==> config.mk <==
export PLATFORM = sky130hd
export DESIGN_NAME = il_block_arbiter
export DESIGN_NICKNAME = d
export VERILOG_FILES = /design/src/rtl/il_block_arbiter.sv
export SDC_FILE = /design/constraint.sdc
export NUM_CORES = 1
export LEC_CHECK = 0
export BUFFER_PORTS_ARGS = -buffer_cell sky130_fd_sc_hd__buf_2
export CELL_PAD_IN_SITES_DETAIL_PLACEMENT = 1
export CELL_PAD_IN_SITES_GLOBAL_PLACEMENT = 1
export CORE_AREA = 10 10 61 113
export CTS_BUF_LIST = sky130_fd_sc_hd__clkbuf_8 sky130_fd_sc_hd__clkbuf_16
export DETAILED_ROUTE_END_ITERATION = 10
export DIE_AREA = 0 0 71 123
export GPL_TIMING_DRIVEN = 0
export PLACE_DENSITY = 0.9
export SLEW_MARGIN = 25
export SYNTH_ARGS = -nofsm -noshare
export SYNTH_HDL_FRONTEND = slang
export SYNTH_SLANG_ARGS = --single-unit
export TNS_END_PERCENT = 10
==> constraint.sdc <==
create_clock -name clk -period 6.5 [get_ports clk]
set_input_delay 0.325 -clock clk [delete_from_list [all_inputs] [get_ports clk]]
set_output_delay 0.325 -clock clk [all_outputs]
set_load 0.1 [all_outputs]
==> src/rtl/il_block_arbiter.sv <==
// il_block_arbiter: shares one pre-interleaver input among NUM_SRC AXI-Stream
// sources. Grants last for one whole interleaver block of BLOCK_SIZE words.
// Arbitration between blocks is round-robin. A block that its source ends
// early with tlast is padded with PAD_WORD up to BLOCK_SIZE words.
module il_block_arbiter #(
  parameter int unsigned NUM_SRC             = 2,
  parameter int unsigned CODEWORD_SIZE_IN_32 = 65,
  parameter int unsigned NUM_CODEWORDS       = 4,
  parameter logic [31:0] PAD_WORD            = 32'h0
) (
  input  logic                       clk,
  input  logic                       rst_n,
  input  logic [32*NUM_SRC-1:0]      s_axis_tdata,
  input  logic [NUM_SRC-1:0]         s_axis_tvalid,
  input  logic [NUM_SRC-1:0]         s_axis_tlast,
  output logic [NUM_SRC-1:0]         s_axis_tready,
  output logic [31:0]                m_axis_tdata,
  output logic                       m_axis_tvalid,
  input  logic                       m_axis_tready,
  output logic                       m_axis_tlast,
  output logic [$clog2(NUM_SRC)-1:0] m_axis_tuser,
  output logic                       blk_done
);

  localparam int unsigned BLOCK_SIZE = CODEWORD_SIZE_IN_32 * NUM_CODEWORDS;
  localparam int unsigned CNT_W      = $clog2(BLOCK_SIZE);
  localparam int unsigned SRC_W      = $clog2(NUM_SRC);
  localparam logic [CNT_W-1:0] LAST_IDX = CNT_W'(BLOCK_SIZE - 1);
  localparam logic [SRC_W-1:0] LAST_SRC = SRC_W'(NUM_SRC - 1);
  localparam logic [SRC_W:0]   NSRC_EXT = (SRC_W+1)'(NUM_SRC);

  typedef enum logic [1:0] {IDLE, PASS, PAD} state_t;

  state_t           state, state_nxt;
  logic [CNT_W-1:0] word_cnt, word_cnt_nxt;
  logic [SRC_W-1:0] grant, grant_nxt;
  logic [SRC_W-1:0] rr_ptr, rr_ptr_nxt;
  logic             blk_done_nxt;
  logic             hs;
  logic             at_last;
  logic [SRC_W:0]   cand;
  logic             srch_found;
  logic [SRC_W-1:0] srch_pick;

  assign hs      = m_axis_tvalid & m_axis_tready;
  assign at_last = (word_cnt == LAST_IDX);

  // State register plus block counter, grant, round-robin pointer and done pulse
  always_ff @(posedge clk or negedge rst_n) begin
    if (!rst_n) begin
      state    <= IDLE;
      word_cnt <= '0;
      grant    <= '0;
      rr_ptr   <= '0;
      blk_done <= 1'b0;
    end else begin
      state    <= state_nxt;
      word_cnt <= word_cnt_nxt;
      grant    <= grant_nxt;
      rr_ptr   <= rr_ptr_nxt;
      blk_done <= blk_done_nxt;
    end
  end

  // Circular search from rr_ptr for the first requester
  always_comb begin
    srch_found = 1'b0;
    srch_pick  = '0;
    cand       = '0;
    for (int unsigned i = 0; i < NUM_SRC; i++) begin
      // rr_ptr + i folded back into 0..NUM_SRC-1 without a modulo operator
      cand = {1'b0, rr_ptr} + (SRC_W+1)'(i);
      if (cand >= NSRC_EXT) cand = cand - NSRC_EXT;
      if (!srch_found && s_axis_tvalid[cand[SRC_W-1:0]]) begin
        srch_found = 1'b1;
        srch_pick  = cand[SRC_W-1:0];
      end
    end
  end

  // Next-state logic: grant in IDLE, count words through PASS/PAD, close the block
  always_comb begin
    state_nxt    = state;
    word_cnt_nxt = word_cnt;
    grant_nxt    = grant;
    rr_ptr_nxt   = rr_ptr;
    blk_done_nxt = 1'b0;
    case (state)
      IDLE: begin
        if (srch_found) begin
          grant_nxt    = srch_pick;
          rr_ptr_nxt   = (srch_pick == LAST_SRC) ? '0 : srch_pick + 1'b1;
          word_cnt_nxt = '0;
          state_nxt    = PASS;
        end
      end
      PASS: begin
        if (hs) begin
          if (at_last) begin
            // source tlast is ignored on the block-final word
            state_nxt    = IDLE;
            word_cnt_nxt = '0;
            blk_done_nxt = 1'b1;
          end else begin
            word_cnt_nxt = word_cnt + 1'b1;
            if (s_axis_tlast[grant]) state_nxt = PAD;
          end
        end
      end
      PAD: begin
        if (hs) begin
          if (at_last) begin
            state_nxt    = IDLE;
            word_cnt_nxt = '0;
            blk_done_nxt = 1'b1;
          end else begin
            word_cnt_nxt = word_cnt + 1'b1;
          end
        end
      end
      default: state_nxt = IDLE;
    endcase
  end

  // Output decode: pass-through of the granted source, pad words, or silence
  always_comb begin
    m_axis_tvalid = 1'b0;
    m_axis_tdata  = '0;
    m_axis_tlast  = 1'b0;
    m_axis_tuser  = '0;
    s_axis_tready = '0;
    case (state)
      PASS: begin
        m_axis_tvalid        = s_axis_tvalid[grant];
        m_axis_tdata         = s_axis_tdata[32*grant +: 32];
        s_axis_tready[grant] = m_axis_tready;
        m_axis_tlast         = at_last;
        m_axis_tuser         = grant;
      end
      PAD: begin
        m_axis_tvalid = 1'b1;
        m_axis_tdata  = PAD_WORD;
        m_axis_tlast  = at_last;
        m_axis_tuser  = grant;
      end
      default: ;
    endcase
  end

endmodule

==> impl_summary.txt, run 1 <==
----------------------------------------------------
[Outcome]
  Outcome ... finished, final reports clean

[Worst setup path]
  Type of destination of the critical path ... output port
  Category of the critical setup timing path ... flip-flop to output port
  Crit-path max cell delay ... 600 ps
  Critical Path RT ... 6170 ps
  Crit path launch type ... flip-flop
  Top delay family on crit path ... buffers and inverters
  Cell with the largest stage delay on the worst path ... buf_1
  Worst path arrival time ... about 2500 ps
  Worst-path fanout max ... 10
  Cells traversed along the worst timing path ... clkbuf_1, buf_1, mux2i_1, nor2b_1, buf_2
  Number of buffers and inverters on the critical path ... 3

[Synthesis]
  Most used flip-flop cell after synthesis ... dfrtp_1
  Async set-reset flop share out of synthesis ... 100%
  Cell variety after synth ... 30
  Register area share after synthesis ... 24.4%
  Count of synthesis-stage warnings from yosys ... 0
  Synth Net Count ... 246
  Most common cell in the synthesized netlist ... mux2i_1
  Average size of a mapped cell ... 8.44 um2
  Synth Register Bits ... 14
  Leading post-synthesis cells by instance count ... mux2i_1 (33), nor2b_1 (32), dfrtp_1 (14)
  Post-synthesis instance area ... 1440 um2
  Synthesized instance count ... between 150 and 200
  Yosys top cell area share ... 24.4%
  Number of synthesized flops with an enable pin ... 0
  Main area contributors after synthesis ... dfrtp_1 (24%), mux2i_1 (23%), nor2b_1 (14%), ha_1 (4.4%), o21ai_0 (3.1%)
  Cell accounting for the most synthesized area ... dfrtp_1

[Timing]
  Top achievable clock speed ... ~0.36 GHz
  Hold Vio Cnt, Final ... 0
  Clock Skews ... 0.920 ps
  Setup-failing EPs final ... 0
  Slew at the pin closest to its max-slew limit ... 672 ps
  Portion of the clock cycle consumed by the worst path in the final layout ... 43.2%
  Final critical path time including I/O delays and setup ... 2810 ps
  RSZ-0062 raised after global routing ... false
  Setup tns final ... 0 ps
  Worst slew margin relative to its limit ... about 55%
  Slew Viols, Final ... 0

[Routing]
  DRC violations left ... 0
  Wire per inst ... 17.8 um
  Remaining antenna violation count after routing ... 0
  TritonRoute pass-1 iters ... 4
  Count of vias placed by the detailed router ... 1,726
  DR iter-0 viols ... 22
  Vias per Instance ... a little over 5
  Detailed Route WL ... 6060 um

[Clock tree]
  CTS tree ... built
  Worst-skew pair later-pin latency ... 260 ps
  Total CTS buffers ... 3
  # clock sinks ... 14
  Resize count post-CTS ... 0
  CTS clk-pin slew, worst paths ... 60 ps
  Htree depth ... 1
  Clock Tree Root ... clkbuf_8
  Largest buffer count on any clock path ... 2

[Floorplanning]
  Die Span Y ... 123 um
  Area of the placeable core ... 5090 um2
  Row Count ... 37
  Die Width ... 71 um
  Total Die Area ... approximately 8700 um2
  Initial cell density of the core ... 28.2%
  Number of ports placed on the die boundary ... approximately 110

[Hold path]
  Classification of the worst-slack hold path ... primary input to flip-flop

[Global routing]
  Met3 routing resource usage after global routing ... 3.69%
  Met1 usage in global routing ... 12.5%
  Number of antenna violations at the first check in global routing ... 0
  Total routing resource utilization after global routing ... between 10% and 20%
  Grt met2 use ... between 20% and 30%
  Sum of overflow across all layers after global routing ... 0
  Number of global-route vias before repair ... 1,865
  Pin count of the biggest net entering global routing ... 15
  Global-route wire length before repair ... roughly 9500 um
  Most congested layer reported by global routing ... met2

[Finish]
  Total Nets Final ... 360
  Ratio of cells with drive above 1 in the final layout ... 42.8%
  # diodes ... 0
  Area added between synthesis and finish ... 47.3%

[Job]
  Number of violations of the max-capacitance limit ... 0

[Placed design]
  PortBufs ... 108
  Final weighted congestion in routability-driven placement ... 0.809
  Detailed placement HPWL ... 5150 um

----------------------------------------------------
-- final cells by class --
cell class                      count  area (um2)
Sequential cell                    14         350
Fill cell                         700        2980
Multi-Input combinational cell    142        1030
Tap cell                           58        72.6
Clock buffer                        4        55.1
Buffer                              9        35.0
Timing Repair Buffer              109         551
Inverter                            5        18.8
-- cell usage in the layout, fill, tap and decap left out --
master         Yosys  final
a21oi_1            6      6
a31o_2             1      1
a31oi_1            4      4
and2_1             2      2
and3_1             5      5
buf_1              3      3
buf_2              1    109
clkbuf_1           5      5
clkbuf_8           0      4
dfrtp_1           14     14
dlygate4sd3_1      0      1
ha_1               5      5
inv_1              5      5
mux2_2             1      1
mux2_4             1      1
mux2i_1           33     33
nand2_1            8      8
nand2b_1           1      1
nand3_1            8      8
nand3_2            1      1
nand4_1            1      1
nor2_1            11     11
nor2b_1           32     32
nor3_1             1      1
o21ai_0            9      9
o21ai_1            1      1
o221ai_4           1      1
o31ai_1            6      6
o41ai_2            1      1
or3b_2             1      1
or4_1              1      1
or4_4              1      1
-- kinds of logic (layout without fill, tap and decap cells) --
logic type	after synthesis	in the layout	share of synthesized area, %
AOI/OAI and AO/OA	29	29	14.0
adders and majority gates	5	5	4.36
buffers and inverters	14	127	3.75
DFF	14	14	24.4
muxes	35	35	24.8
and+or+nand+nor	73	73	28.6
-- final timing paths --
kind	start	slack [ps]	cells after the start	endpoint
worst max-delay path	grant	3690	5	m_axis_tdata[5]
worst min-delay path	s_axis_tvalid[0]	300	2	grant
worst max register to register	word_cnt[6]	4120	6	state[0]
worst min register to register	rr_ptr	490	1	rr_ptr
max in group asynchronous	rst_n	5730	2	state[1]
min in group asynchronous	rst_n	520	2	rr_ptr
-- per-stage QoR --
step / setup WS (ps) / instance area (um2) / instances / hold slack [ps] / util (%)
floorplan: 3420 / 1440 / 170 / 29.4 / -
global placement: 3940 / 2050 / 336 / 245 / 40.2
detailed placement: 3900 / 2050 / 336 / 243 / 40.2
CTS: 3620 / 2110 / 341 / 308 / 41.5
global route: 3450 / 2110 / 341 / 321 / 41.5
finish: 3690 / 2110 / 341 / 302 / 41.5
-- layer usage --
metal,vias up,wire length [um]
met1,820,2150
met3,5,384
met5,-,0
met4,0,41
li1,828,-
met2,73,3480
-- timing repair --
action,CTS,global route
hold buffers,1,0
endpoints found under the hold margin,14,0
setup buffers,0,0
-- flip-flops by register name, summed over array words and instances, names as in the netlist --
signal and count:
rr_ptr 1, word_cnt 9, state 2, grant 1, blk_done 1
Power of run 1 is not shown: default switching activity piles up to over one toggle a cycle in this logic, so the estimate is an artifact.
==> run 2, diff against run 1 <==
- ABC_AREA: unset -> 1
- CORE_AREA: 10 10 61 113 -> 10 10 65 120
- DIE_AREA: 0 0 71 123 -> 0 0 75 130
- PLACE_DENSITY: 0.9 -> 0.86
- clock period: 6.5 -> 2.7 ns (I/O delays scaled with it)
==> run 2 against run 1 <==
Effect of this change: design area increased by 1.4%; flip-flop and latch count unchanged; critical path type unchanged; setup slack got worse by 3300 ps; critical endpoint is now m_axis_tdata[13].
==> impl_summary.txt, run 2 <==
----------------------------------------------------
[Finish]
  Commonest non-fill, non-tap cell in the layout ... buf_2
  # diodes ... 0
  Biggest regs ... word_cnt (9), state (2)
  Register ranked first by flip-flop count ... word_cnt
  Total Nets Final ... 429
  Ratio of cells with drive above 1 in the final layout ... 37.2%
  Most frequent cells in the layout ... buf_2 (108), nand2_1 (99), a21oi_1 (32)
  Flip-flop count of the largest register, all copies and words added ... 9
  Area added between synthesis and finish ... 50.8%
  Filler-free cell count of the finished design ... approximately 420
  Final non-filler cell area ... 2140 um2

[Worst setup path]
  Type of destination of the critical path ... output port
  Worst path arrival time ... roughly 2200 ps
  Worst-path fanout max ... 10
  Crit path launch type ... flip-flop
  Cells traversed along the worst timing path ... inv_1, ha_1, clkinv_1, buf_1, a21oi_1, buf_2
  Number of buffers and inverters on the critical path ... 4
  Top delay family on crit path ... buffers and inverters
  Critical Path RT ... 2570 ps
  Crit-path max cell delay ... approximately 470 ps
  Category of the critical setup timing path ... flip-flop to output port
  Cell with the largest stage delay on the worst path ... buf_2

[Floorplanning]
  Area of the placeable core ... 5960 um2
  Die Width ... 75 um
  Die Span Y ... roughly 130 um
  Initial cell density of the core ... a little under a quarter
  Total Die Area ... 9750 um2
  Row Count ... 40
  Number of ports placed on the die boundary ... 109

[Routing]
  TritonRoute pass-1 iters ... 4
  Detailed Route WL ... 6410 um
  Remaining antenna violation count after routing ... 0
  DR iter-0 viols ... 37
  Wire per inst ... 15.4 um
  Vias per Instance ... 4.76
  DRC violations left ... 0
  Count of vias placed by the detailed router ... 1,976

[Timing]
  Clock Skews ... 3.50 ps
  Top achievable clock speed ... ~0.43 GHz
  Portion of the clock cycle consumed by the worst path in the final layout ... just under 90%
  Slew Viols, Final ... 0
  Final critical path time including I/O delays and setup ... between 2000 and 2500 ps
  Setup-failing EPs final ... 0
  Slew at the pin closest to its max-slew limit ... 504 ps
  RSZ-0062 raised after global routing ... false
  Worst slew margin relative to its limit ... about two thirds
  Hold Vio Cnt, Final ... 0

[Placed design]
  Cells after DPL ... 410
  Final weighted congestion in routability-driven placement ... 0.778
  Detailed placement HPWL ... between 5000 and 6000 um
  PortBufs ... 108
  Placed Area ... 2040 um2

[Synthesis]
  Cell variety after synth ... 24
  Async set-reset flop share out of synthesis ... 100%
  Synth Register Bits ... 14
  Most common cell in the synthesized netlist ... nand2_1
  Most used flip-flop cell after synthesis ... dfrtp_1
  Post-synthesis instance area ... 1420 um2
  Synth Net Count ... around 320
  Main area contributors after synthesis ... nand2_1 (26%), dfrtp_1 (25%), a21oi_1 (12%), inv_1 (5.3%), ha_1 (4.4%)
  Number of synthesized flops with an enable pin ... 0
  Average size of a mapped cell ... 5.94 um2
  Synthesized instance count ... 239
  Count of synthesis-stage warnings from yosys ... 0
  Register area share after synthesis ... 24.7%
  Yosys top cell area share ... 26.2%
  Leading post-synthesis cells by instance count ... nand2_1 (99), a21oi_1 (33), inv_1 (20)
  Cell accounting for the most synthesized area ... nand2_1

[Clock tree]
  Htree depth ... 1
  Largest buffer count on any clock path ... 2
  Post-CTS setup buffer count ... 0
  Resize count post-CTS ... 0
  CTS tree ... built
  # clock sinks ... 14
  CTS clk-pin slew, worst paths ... roughly 50 ps
  Total CTS buffers ... 3
  Worst-skew pair later-pin latency ... 250 ps
  Clock Tree Root ... clkbuf_16
  Post-CTS Hold Buffers ... 1

[Power]
  Cell leakage power ... 1.24 nW
  Maximum ir drop on the vdd rail ... 0.320 mV
  Power per Cell Area ... between 1500 and 2000 nW/um2

[Global routing]
  Total routing resource utilization after global routing ... 12.6%
  Met3 routing resource usage after global routing ... between 3 and 4%
  Grt met2 use ... between 20% and 30%
  Met1 usage in global routing ... 12.4%
  Number of global-route vias before repair ... 2,110
  Global-route wire length before repair ... 9910 um
  Sum of overflow across all layers after global routing ... 0
  Most congested layer reported by global routing ... met2
  Number of antenna violations at the first check in global routing ... 0
  Pin count of the biggest net entering global routing ... 15

[Job]
  Number of violations of the max-capacitance limit ... 0

[Outcome]
  Outcome ... finished, final reports clean

[Hold path]
  Classification of the worst-slack hold path ... primary input to flip-flop

----------------------------------------------------
==> run 2: changes by cell type in the layout (fill, tap and decap cells not counted), sizes merged, moves of 4 or more <==
cell / before / now
nand2: 8 / 101
a31oi: 4 / 0
mux2i: 33 / 0
nand3: 9 / 13
a21oi: 6 / 33
nor2b: 32 / 0
o31ai: 6 / 0
inv: 5 / 21
nor3: 1 / 5
and3: 5 / 0
==> run 2: logic make-up after synthesis <==
| logic type | share of synthesized area (%) |
|---|---|
| flops | 24.7 |
| xor+xnor | 1.85 |
| buf+inv | 10.0 |
| compound gates | 18.0 |
| fa+ha+maj | 4.41 |
| simple gates | 41.1 |
==> run 2: metrics by stage <==
step	power, mW	setup TNS (ps)	utilization (%)	hold slack (ps)	worst slack (ps)
after floorplan	2.55	-1230	-	-161	-417
after global placement	3.01	0	34.3	53.5	575
after detailed placement	3.06	0	34.3	62.2	566
after CTS	3.39	0	36.0	218	307
after global routing	3.56	0	36.0	227	170
final	3.35	0	36.0	212	352
==> run 2: tightest hold or removal path, delay by kind of cell <==
family	cells	cell delay, ps
buffers and inverters	1	120
AND/OR/NAND/NOR	2	160
==> run 2: worst paths after layout <==
path	from	depth (start not counted)	slack, ps	endpoint
min in group asynchronous	rst_n	2	320	word_cnt[7]
min reg2reg	word_cnt[7]	2	500	word_cnt[7]
min	s_axis_tvalid[0]	3	210	rr_ptr
max in group asynchronous	rst_n	2	2120	state[1]
max reg2reg	state[0]	7	960	word_cnt[6]
max	state[1]	6	350	m_axis_tdata[13]
==> run 2: cell type report <==
| class | count | area, um2 |
|---|---|---|
| inverter | 22 | 82.6 |
| tap | 63 | 78.8 |
| multi-input combinational | 191 | 931 |
| clock buffer | 4 | 88.8 |
| buffer | 12 | 60.1 |
| timing repair buffer | 109 | 551 |
| fill | 831 | 3810 |
| sequential | 14 | 350 |
==> run 2: layer usage <==
metal,routed length (um),vias to the layer above
li1,-,986
met2,3410,84
met5,0,-
met3,702,8
met1,2210,898
met4,75,0
==> run 2: power breakdown <==
group,internal (mW),leakage [nW],switching (mW)
clock network,0.225,0.0442,0.0904
logic,0.491,1.01,2.22
registers,0.271,0.186,0.0550
(Power assumes the default switching activity.)
